[config.mk]
export PLATFORM = sky130hd
export DESIGN_NAME = tcdm_req_arbiter_flat
export DESIGN_NICKNAME = d
export VERILOG_FILES = /design/src/rtl/tcdm_req_arbiter_pkg.sv /design/src/rtl/tcdm_req_arbiter_if.sv /design/src/rtl/tcdm_req_arbiter_rr_sel_lock.sv /design/src/rtl/tcdm_req_arbiter.sv /design/src/flat_wrapper.sv
export SDC_FILE = /design/constraint.sdc
export NUM_CORES = 1
export LEC_CHECK = 0
export CAP_MARGIN = 20
export CELL_PAD_IN_SITES_DETAIL_PLACEMENT = 2
export CELL_PAD_IN_SITES_GLOBAL_PLACEMENT = 2
export CORE_ASPECT_RATIO = 1.25
export CORE_MARGIN = 2
export CORE_UTILIZATION = 10
export CTS_CLUSTER_SIZE = 40
export DETAILED_ROUTE_END_ITERATION = 10
export PLACE_DENSITY = 0.86
export SLEW_MARGIN = 10
export SYNTH_ARGS = -nofsm -noshare
export SYNTH_HDL_FRONTEND = slang
export SYNTH_SLANG_ARGS = --single-unit
export TNS_END_PERCENT = 1
[constraint.sdc]
create_clock -name clk_i -period 3.55 [get_ports clk_i]
set_input_delay 0.71 -clock clk_i [delete_from_list [all_inputs] [get_ports clk_i]]
set_output_delay 0.71 -clock clk_i [all_outputs]
set_load 0.02 [all_outputs]
[src/rtl/tcdm_req_arbiter_pkg.sv]
// Shared widths, helpers and payload bundles
// for the TCDM request arbiter.
package tcdm_req_arbiter_pkg;

  localparam int unsigned DefMetaIdWidth = 6;
  localparam int unsigned BusDataWidth = 32;
  localparam int unsigned BusStrbWidth = BusDataWidth / 8;

  function automatic int unsigned idx_width(
    input int unsigned n
  );
    return (n > 1) ? $clog2(n) : 1;
  endfunction

  typedef struct packed {
    logic                    write;
    logic [3:0]              amo;
    logic [BusDataWidth-1:0] data;
    logic [BusStrbWidth-1:0] strb;
  } dreq_t;

  typedef struct packed {
    logic [BusDataWidth-1:0] data;
    logic                    error;
  } dresp_t;

endpackage

[src/rtl/tcdm_req_arbiter_if.sv]
// Core-side TCDM data port: request channel plus
// out-of-order response channel tagged by MetaId.
interface tcdm_req_arbiter_if
  import tcdm_req_arbiter_pkg::*;
#(
  parameter int unsigned AddrWidth = 32,
  parameter int unsigned DataWidth = BusDataWidth,
  parameter int unsigned MetaIdWidth = DefMetaIdWidth
);

  localparam int unsigned StrbWidth = DataWidth / 8;

  logic [AddrWidth-1:0]   qaddr;
  logic                   qwrite;
  logic [3:0]             qamo;
  logic [DataWidth-1:0]   qdata;
  logic [StrbWidth-1:0]   qstrb;
  logic [MetaIdWidth-1:0] qid;
  logic                   qvalid;
  logic                   qready;
  logic [DataWidth-1:0]   pdata;
  logic                   perror;
  logic [MetaIdWidth-1:0] pid;
  logic                   pvalid;
  logic                   pready;

  modport master (
    output qaddr, qwrite, qamo, qdata, qstrb,
    output qid, qvalid, pready,
    input  qready, pdata, perror, pid, pvalid
  );

  modport slave (
    input  qaddr, qwrite, qamo, qdata, qstrb,
    input  qid, qvalid, pready,
    output qready, pdata, perror, pid, pvalid
  );

endinterface

[src/rtl/tcdm_req_arbiter_rr_sel_lock.sv]
// Round-robin grant search over an eligibility mask,
// holding the grant while the downstream port stalls.
module tcdm_req_arbiter_rr_sel_lock #(
  parameter int unsigned NumReq = 2,
  parameter int unsigned SelWidth = 1
) (
  input  logic                clk_i,
  input  logic                rst_ni,
  input  logic [NumReq-1:0]   elig_i,
  input  logic                hs_i,
  input  logic                stall_i,
  output logic [SelWidth-1:0] sel_o,
  output logic                gnt_o
);

  logic [SelWidth-1:0] rr_ptr_q;
  logic [SelWidth-1:0] locked_sel_q;
  logic [SelWidth-1:0] srch_sel;
  logic [SelWidth-1:0] nxt_ptr;
  logic                lock_q;
  logic                srch_hit;

  always_comb begin
    logic [SelWidth-1:0] cand;
    srch_sel = '0;
    srch_hit = 1'b0;
    cand     = '0;
    for (int k = 0; k < int'(NumReq); k++) begin
      cand = SelWidth'((int'(rr_ptr_q) + k) % int'(NumReq));
      if (!srch_hit && elig_i[cand]) begin
        srch_hit = 1'b1;
        srch_sel = cand;
      end
    end
  end

  assign sel_o = lock_q ? locked_sel_q : srch_sel;
  assign gnt_o = lock_q ? elig_i[locked_sel_q] : srch_hit;

  assign nxt_ptr = (sel_o == SelWidth'(NumReq - 1))
                 ? '0 : sel_o + SelWidth'(1);

  always_ff @(posedge clk_i) begin
    if (!rst_ni) begin
      rr_ptr_q     <= '0;
      lock_q       <= 1'b0;
      locked_sel_q <= '0;
    end else if (hs_i) begin
      lock_q   <= 1'b0;
      rr_ptr_q <= nxt_ptr;
    end else if (stall_i) begin
      lock_q       <= 1'b1;
      locked_sel_q <= sel_o;
    end
  end

endmodule

[src/rtl/tcdm_req_arbiter.sv]
// Shares one TCDM data port between NumReq requesters:
// round-robin requests, index-tagged out-of-order responses.
module tcdm_req_arbiter
  import tcdm_req_arbiter_pkg::*;
#(
  parameter int unsigned NumReq = 2,
  parameter int unsigned AddrWidth = 32,
  parameter int unsigned DataWidth = 32,
  parameter int unsigned MetaIdWidth = DefMetaIdWidth,
  parameter int unsigned MaxOutstanding = 8,
  localparam int unsigned StrbWidth = DataWidth / 8,
  localparam int unsigned ReqSelWidth = idx_width(NumReq),
  localparam int ReqIdWidth =
    int'(MetaIdWidth) - int'(ReqSelWidth)
) (
  input  logic clk_i,
  input  logic rst_ni,
  input  logic [NumReq-1:0][AddrWidth-1:0]  req_qaddr_i,
  input  logic [NumReq-1:0]                 req_qwrite_i,
  input  logic [NumReq-1:0][3:0]            req_qamo_i,
  input  logic [NumReq-1:0][DataWidth-1:0]  req_qdata_i,
  input  logic [NumReq-1:0][StrbWidth-1:0]  req_qstrb_i,
  input  logic [NumReq-1:0][ReqIdWidth-1:0] req_qid_i,
  input  logic [NumReq-1:0]                 req_qvalid_i,
  output logic [NumReq-1:0]                 req_qready_o,
  output logic [NumReq-1:0][DataWidth-1:0]  req_pdata_o,
  output logic [NumReq-1:0]                 req_perror_o,
  output logic [NumReq-1:0][ReqIdWidth-1:0] req_pid_o,
  output logic [NumReq-1:0]                 req_pvalid_o,
  input  logic [NumReq-1:0]                 req_pready_i,
  tcdm_req_arbiter_if.master                data,
  output logic                              id_err_o
);

  localparam int unsigned CntWidth =
    $clog2(MaxOutstanding + 1);
  localparam logic [CntWidth-1:0] CntMax =
    CntWidth'(MaxOutstanding);

  if (NumReq < 2) begin : g_err_numreq
    $fatal(1, "NumReq must be at least 2");
  end
  if (ReqIdWidth < 1) begin : g_err_idw
    $fatal(1, "ReqIdWidth must be at least 1");
  end
  if (DataWidth != 32) begin : g_err_dw
    $fatal(1, "DataWidth must be 32");
  end

  logic [CntWidth-1:0]    cnt_q [NumReq];
  logic [NumReq-1:0]      elig;
  logic [NumReq-1:0]      inc;
  logic [NumReq-1:0]      dec;
  logic [ReqSelWidth-1:0] sel;
  logic [ReqSelWidth-1:0] rsel;
  logic                   gnt;
  logic                   q_hs;
  logic                   q_stall;
  logic                   rsel_ok;
  logic                   p_hs;
  dreq_t                  q_pay;
  dresp_t                 p_pay;

  always_comb begin
    for (int i = 0; i < int'(NumReq); i++) begin
      elig[i] = req_qvalid_i[i] && (cnt_q[i] != CntMax);
    end
  end

  tcdm_req_arbiter_rr_sel_lock #(
    .NumReq   (NumReq),
    .SelWidth (ReqSelWidth)
  ) u_sel (
    .clk_i   (clk_i),
    .rst_ni  (rst_ni),
    .elig_i  (elig),
    .hs_i    (q_hs),
    .stall_i (q_stall),
    .sel_o   (sel),
    .gnt_o   (gnt)
  );

  assign q_hs    = data.qvalid && data.qready;
  assign q_stall = data.qvalid && !data.qready;

  assign q_pay = '{
    write: req_qwrite_i[sel],
    amo:   req_qamo_i[sel],
    data:  req_qdata_i[sel],
    strb:  req_qstrb_i[sel]
  };

  assign data.qvalid = rst_ni && gnt;
  assign data.qaddr  = req_qaddr_i[sel];
  assign data.qwrite = q_pay.write;
  assign data.qamo   = q_pay.amo;
  assign data.qdata  = q_pay.data;
  assign data.qstrb  = q_pay.strb;
  assign data.qid    = {sel, req_qid_i[sel]};

  // Responses carry the requester index in their MSBs
  assign rsel    = data.pid[MetaIdWidth-1 -: ReqSelWidth];
  assign rsel_ok = int'(rsel) < int'(NumReq);
  assign p_pay   = '{data: data.pdata, error: data.perror};

  assign data.pready = rst_ni &&
    (rsel_ok ? req_pready_i[rsel] : 1'b1);
  assign p_hs = data.pvalid && data.pready && rsel_ok;

  always_comb begin
    for (int i = 0; i < int'(NumReq); i++) begin
      req_qready_o[i] = rst_ni && gnt && data.qready &&
                        (sel == ReqSelWidth'(i));
      req_pvalid_o[i] = rst_ni && data.pvalid && rsel_ok &&
                        (rsel == ReqSelWidth'(i));
      req_pdata_o[i]  = p_pay.data;
      req_perror_o[i] = p_pay.error;
      req_pid_o[i]    = data.pid[ReqIdWidth-1:0];
      inc[i] = q_hs && (sel == ReqSelWidth'(i));
      dec[i] = p_hs && (rsel == ReqSelWidth'(i));
    end
  end

  // Counters saturate at zero so stale responses after reset are harmless
  always_ff @(posedge clk_i) begin
    if (!rst_ni) begin
      for (int i = 0; i < int'(NumReq); i++) begin
        cnt_q[i] <= '0;
      end
      id_err_o <= 1'b0;
    end else begin
      for (int i = 0; i < int'(NumReq); i++) begin
        assert (!(dec[i] && !inc[i] && cnt_q[i] == '0));
        if (inc[i] && !dec[i]) begin
          cnt_q[i] <= cnt_q[i] + CntWidth'(1);
        end else if (dec[i] && !inc[i] && cnt_q[i] != '0) begin
          cnt_q[i] <= cnt_q[i] - CntWidth'(1);
        end
      end
      if (data.pvalid && !rsel_ok) begin
        id_err_o <= 1'b1;
      end
    end
  end

endmodule

[src/flat_wrapper.sv]
// flat-port wrapper written by rule: the top's interface ports become plain ports
module tcdm_req_arbiter_flat import tcdm_req_arbiter_pkg::*;
#(
  parameter int unsigned NumReq = 2,
  parameter int unsigned AddrWidth = 32,
  parameter int unsigned DataWidth = 32,
  parameter int unsigned MetaIdWidth = DefMetaIdWidth,
  parameter int unsigned MaxOutstanding = 8,
  localparam int unsigned StrbWidth = DataWidth / 8,
  localparam int unsigned ReqSelWidth = idx_width(NumReq),
  localparam int ReqIdWidth =
    int'(MetaIdWidth) - int'(ReqSelWidth)
)
  (clk_i, rst_ni, req_qaddr_i, req_qwrite_i, req_qamo_i, req_qdata_i, req_qstrb_i, req_qid_i, req_qvalid_i, req_qready_o, req_pdata_o, req_perror_o, req_pid_o, req_pvalid_o, req_pready_i, id_err_o, data_qaddr, data_qwrite, data_qamo, data_qdata, data_qstrb, data_qid, data_qvalid, data_pready, data_qready, data_pdata, data_perror, data_pid, data_pvalid);
  tcdm_req_arbiter_if #(.AddrWidth(AddrWidth), .DataWidth(DataWidth), .MetaIdWidth(MetaIdWidth)) data_i ();
  input  logic clk_i;
  input  logic rst_ni;
  input  logic [NumReq-1:0][AddrWidth-1:0] req_qaddr_i;
  input  logic [NumReq-1:0] req_qwrite_i;
  input  logic [NumReq-1:0][3:0] req_qamo_i;
  input  logic [NumReq-1:0][DataWidth-1:0] req_qdata_i;
  input  logic [NumReq-1:0][StrbWidth-1:0] req_qstrb_i;
  input  logic [NumReq-1:0][ReqIdWidth-1:0] req_qid_i;
  input  logic [NumReq-1:0] req_qvalid_i;
  output logic [NumReq-1:0] req_qready_o;
  output logic [NumReq-1:0][DataWidth-1:0] req_pdata_o;
  output logic [NumReq-1:0] req_perror_o;
  output logic [NumReq-1:0][ReqIdWidth-1:0] req_pid_o;
  output logic [NumReq-1:0] req_pvalid_o;
  input  logic [NumReq-1:0] req_pready_i;
  output logic id_err_o;
  output wire logic [$bits(data_i.qaddr)-1:0] data_qaddr;
  output wire logic [$bits(data_i.qwrite)-1:0] data_qwrite;
  output wire logic [$bits(data_i.qamo)-1:0] data_qamo;
  output wire logic [$bits(data_i.qdata)-1:0] data_qdata;
  output wire logic [$bits(data_i.qstrb)-1:0] data_qstrb;
  output wire logic [$bits(data_i.qid)-1:0] data_qid;
  output wire logic [$bits(data_i.qvalid)-1:0] data_qvalid;
  output wire logic [$bits(data_i.pready)-1:0] data_pready;
  input wire logic [$bits(data_i.qready)-1:0] data_qready;
  input wire logic [$bits(data_i.pdata)-1:0] data_pdata;
  input wire logic [$bits(data_i.perror)-1:0] data_perror;
  input wire logic [$bits(data_i.pid)-1:0] data_pid;
  input wire logic [$bits(data_i.pvalid)-1:0] data_pvalid;
  assign data_qaddr = data_i.qaddr;
  assign data_qwrite = data_i.qwrite;
  assign data_qamo = data_i.qamo;
  assign data_qdata = data_i.qdata;
  assign data_qstrb = data_i.qstrb;
  assign data_qid = data_i.qid;
  assign data_qvalid = data_i.qvalid;
  assign data_pready = data_i.pready;
  assign data_i.qready = data_qready;
  assign data_i.pdata = data_pdata;
  assign data_i.perror = data_perror;
  assign data_i.pid = data_pid;
  assign data_i.pvalid = data_pvalid;
  tcdm_req_arbiter #(.NumReq(NumReq), .AddrWidth(AddrWidth), .DataWidth(DataWidth), .MetaIdWidth(MetaIdWidth), .MaxOutstanding(MaxOutstanding)) u_core (.clk_i(clk_i), .rst_ni(rst_ni), .req_qaddr_i(req_qaddr_i), .req_qwrite_i(req_qwrite_i), .req_qamo_i(req_qamo_i), .req_qdata_i(req_qdata_i), .req_qstrb_i(req_qstrb_i), .req_qid_i(req_qid_i), .req_qvalid_i(req_qvalid_i), .req_qready_o(req_qready_o), .req_pdata_o(req_pdata_o), .req_perror_o(req_perror_o), .req_pid_o(req_pid_o), .req_pvalid_o(req_pvalid_o), .req_pready_i(req_pready_i), .data(data_i), .id_err_o(id_err_o));
endmodule
==> results by group <==
Critical path
  • R2R cell count: 14
  • Kind of start point of the critical path: input pin
  • Worst R2R End: u_core.cnt_q[0][3]$_SDFFCE_PN0P_
  • R2R Setup Slk: between 600 and 700 ps
  • Crit-path max FO: 28
  • Critical path arrival: 2670 ps
  • CP startpoint: req_qvalid_i[0]
  • Worst EP required: around 2800 ps
  • Critical path class: input pin to output port
  • Crit. End Element: output port
  • Reg2reg start: u_core.cnt_q[1][1]$_DFFE_PP_
  • CP Capture Point: data_qdata[13]

Min path
  • Hold Crit Class: register to register

Timing
  • Crit share post-route: 95.3%
  • Final setup violation count: 0
  • Tmin final: ~3400 ps
  • Clk_skew: 3.69 ps
  • Slew margin rel.: between 60% and 70%
  • Setup Total Neg Slack: 0 ps
  • Max Clk Rate: 0.296 GHz
  • Hold Vio Cnt, Final: 0
  • Max-slew violations: 0
  • Worst slew pin tran: 503 ps

Finish
  • Ratio of cells with drive above 1 in the final layout: 10.9%
  • Post-route cell area: 0.00482 mm^2
  • Fill cell count: 2786
  • Layout net count: 660
  • P&R area growth vs syn: 98.6%

Yosys
  • Area share of the largest cell type after synthesis: 36.2%
  • Post-synth EDFFs: 8
  • Ys flop type: edfxtp_1
  • Synth Cell Area: 0.00243 mm^2
  • Yosys top cell by area: mux2_1
  • FF+latch count, synth: 11
  • Async S/R FF share, synth: 0%
  • Register area share after synthesis: 12.4%
  • Syn_area_per_cell: just over 9 um^2
  • Net Count, Synth: 476
  • Netlist cell types: a little over 50
  • Yosys warning count: 0
  • Synth top area cells: mux2_1 (36%), buf_4 (24%), edfxtp_1 (9.9%)
  • Commonest cells post-synth: buf_4 (78), mux2_1 (78), inv_1 (12)
  • Synth Instances: between 200 and 300

Clock network
  • Clk_lat worst skew: 240 ps
  • Root buf cell: clkbuf_16
  • Hold Buf Count CTS: 0
  • TritonCTS clock tree: yes
  • Max clock buf depth: 2
  • CTS HTree Levels: 1
  • Clock sinks: 11
  • Clock transition at the registers of the reported paths: ~40 ps
  • CTS Buf Count: 3

Place
  • DPL Wire Length: 13400 um
  • Placed Area: 0.00481 mm^2
  • Routability congestion estimate: 0.809
  • # port buffers: 249

GRT
  • GRT Residual Overflow: 0
  • Largest net degree at the start of global routing: 29
  • First-pass GRT wire length: 19800 um
  • Initial antenna violation count: 2
  • Met2 Usage GRT: 19.2%
  • GRT busiest layer: met2
  • Met3 global-route usage: under 10%
  • GRT Overall Usage: 10.8%
  • Vias in the first global route: 2962
  • Met1 Use GR: 11.5%

Run status
  • Status: finished, final reports clean

Die
  • Die Wd: 143 um
  • Die Ht: approximately 180 um
  • Die area: 0.0256 mm^2
  • Starting density of the core: 10.2%
  • Core ar.: 0.0238 mm^2
  • Core Rows: 63
  • I/O pin count: roughly 370

Route
  • Post-Route WL: about 15000 um
  • Via count: ~2700
  • WL/cell: 18.8 um
  • Vias/cell: 3.44
  • Remaining DRCs: 0
  • Post-route ant nets: 0
  • Initial DRC Count: 33
  • Pre-antenna DRT Iters: 4

Pwr
  • Total Power: about 1.2 mW
  • Lkg Pwr: 1.90 nW
  • Maximum vdd drop: 0.158 mV
  • PD cells: 245 mW/mm^2

Run
  • Max-cap violations: 0
## area by class of cell
class	instances	area, um^2	share of cell area [%]
inverter	12	45.0	0.934
tap	325	407	8.43
antenna	2	5.00	0.104
clock buffer	4	78.8	1.63
timing repair buffer	267	2540	52.7
multi-input combinational	157	1450	30.0
sequential	11	300	6.23
## cells by family (layout without fill, tap and decap cells)
group / Yosys count / count (layout) / share of synthesized area [%]
AO/OA/AOI/OAI: 25 / 25 / 8.14
adder cells (fa/ha/maj): 5 / 5 / 2.89
multiplexers: 80 / 80 / 37.0
AND/OR/NAND/NOR: 43 / 43 / 10.1
flip-flops: 11 / 11 / 12.4
XOR/XNOR: 3 / 3 / 1.08
other: 1 / 3 / 0.154
buffers and inverters: 100 / 283 / 28.2
## critical path, stage by stage
cell,delay [ps]
clkdlybuf4s50_1,490
nor2b_2,160
nand2_1,70
nand2_1,70
and2_4,260
buf_12,220
mux2_1,370
clkdlybuf4s15_1,310
## through the flow
step	hold WS [ps]	instances	worst slack (ps)	utilization [%]
2_1_floorplan	504	268	379	-
3_3_place_gp	543	772	-132	20.2
3_5_place_dp	560	772	-148	20.2
4_1_cts	580	776	38.9	20.2
5_1_grt	636	776	-5.62	20.2
6_report	568	778	169	20.3
## metal layers
metal | share of wire [%] | vias to the layer above
met1 | 36 | 1217
met3 | 14 | 27
met4 | 1.9 | 0
met5 | 0 | -
li1 | - | 1235
met2 | 48 | 199
## report_power, final
part           internal (mW)  leakage, nW  switching, mW
combinational          0.415         1.75          0.390
sequential             0.155        0.108         0.0152
clock                  0.151       0.0382         0.0556
## cells in the final DEF, fill, tap and decap left out, drive strengths merged, types with 3 or more instances in the layout
cell type | Yosys | routed
edfxtp | 8 | 8
clkdlybuf4s50 | 0 | 172
a21oi | 8 | 8
dlygate4sd2 | 0 | 62
mux2 | 79 | 79
buf | 87 | 32
dfxtp | 3 | 3
clkbuf | 1 | 4
inv | 12 | 12
ha | 4 | 4
nor3 | 4 | 4
nand4 | 3 | 3
nor2 | 10 | 10
nand2 | 10 | 10
## worst min-delay path by stage
stage                                            from                                endpoint  slack, ps  cells past startpoint
2_1_floorplan      u_core.u_sel.rr_ptr_q$_SDFFE_PN0N_      u_core.u_sel.rr_ptr_q$_SDFFE_PN0N_        500                      2
5_1_grt        u_core.u_sel.locked_sel_q$_SDFFE_PN0P_  u_core.u_sel.locked_sel_q$_SDFFE_PN0P_        640                      2
6_report       u_core.u_sel.locked_sel_q$_SDFFE_PN0P_  u_core.u_sel.locked_sel_q$_SDFFE_PN0P_        570                      2
4_1_cts        u_core.u_sel.locked_sel_q$_SDFFE_PN0P_  u_core.u_sel.locked_sel_q$_SDFFE_PN0P_        580                      2
3_3_place_gp       u_core.u_sel.rr_ptr_q$_SDFFE_PN0N_      u_core.u_sel.rr_ptr_q$_SDFFE_PN0N_        540                      2
3_5_place_dp       u_core.u_sel.rr_ptr_q$_SDFFE_PN0N_      u_core.u_sel.rr_ptr_q$_SDFFE_PN0N_        560                      2
## timing repair
item / 4_1_cts / 5_1_grt
pin swaps: 0 / 0
gates resized for setup: 63 / 2
setup endpoints to repair: 63 / 6
setup buffers: 0 / 0
## registers in the layout, indices dropped and copies added (netlist names)
name	count
u_core.u_sel.locked_sel_q	1
u_core.u_sel.rr_ptr_q	1
u_core.u_sel.lock_q	1
u_core.cnt_q	8
(Power assumes the default switching activity.)
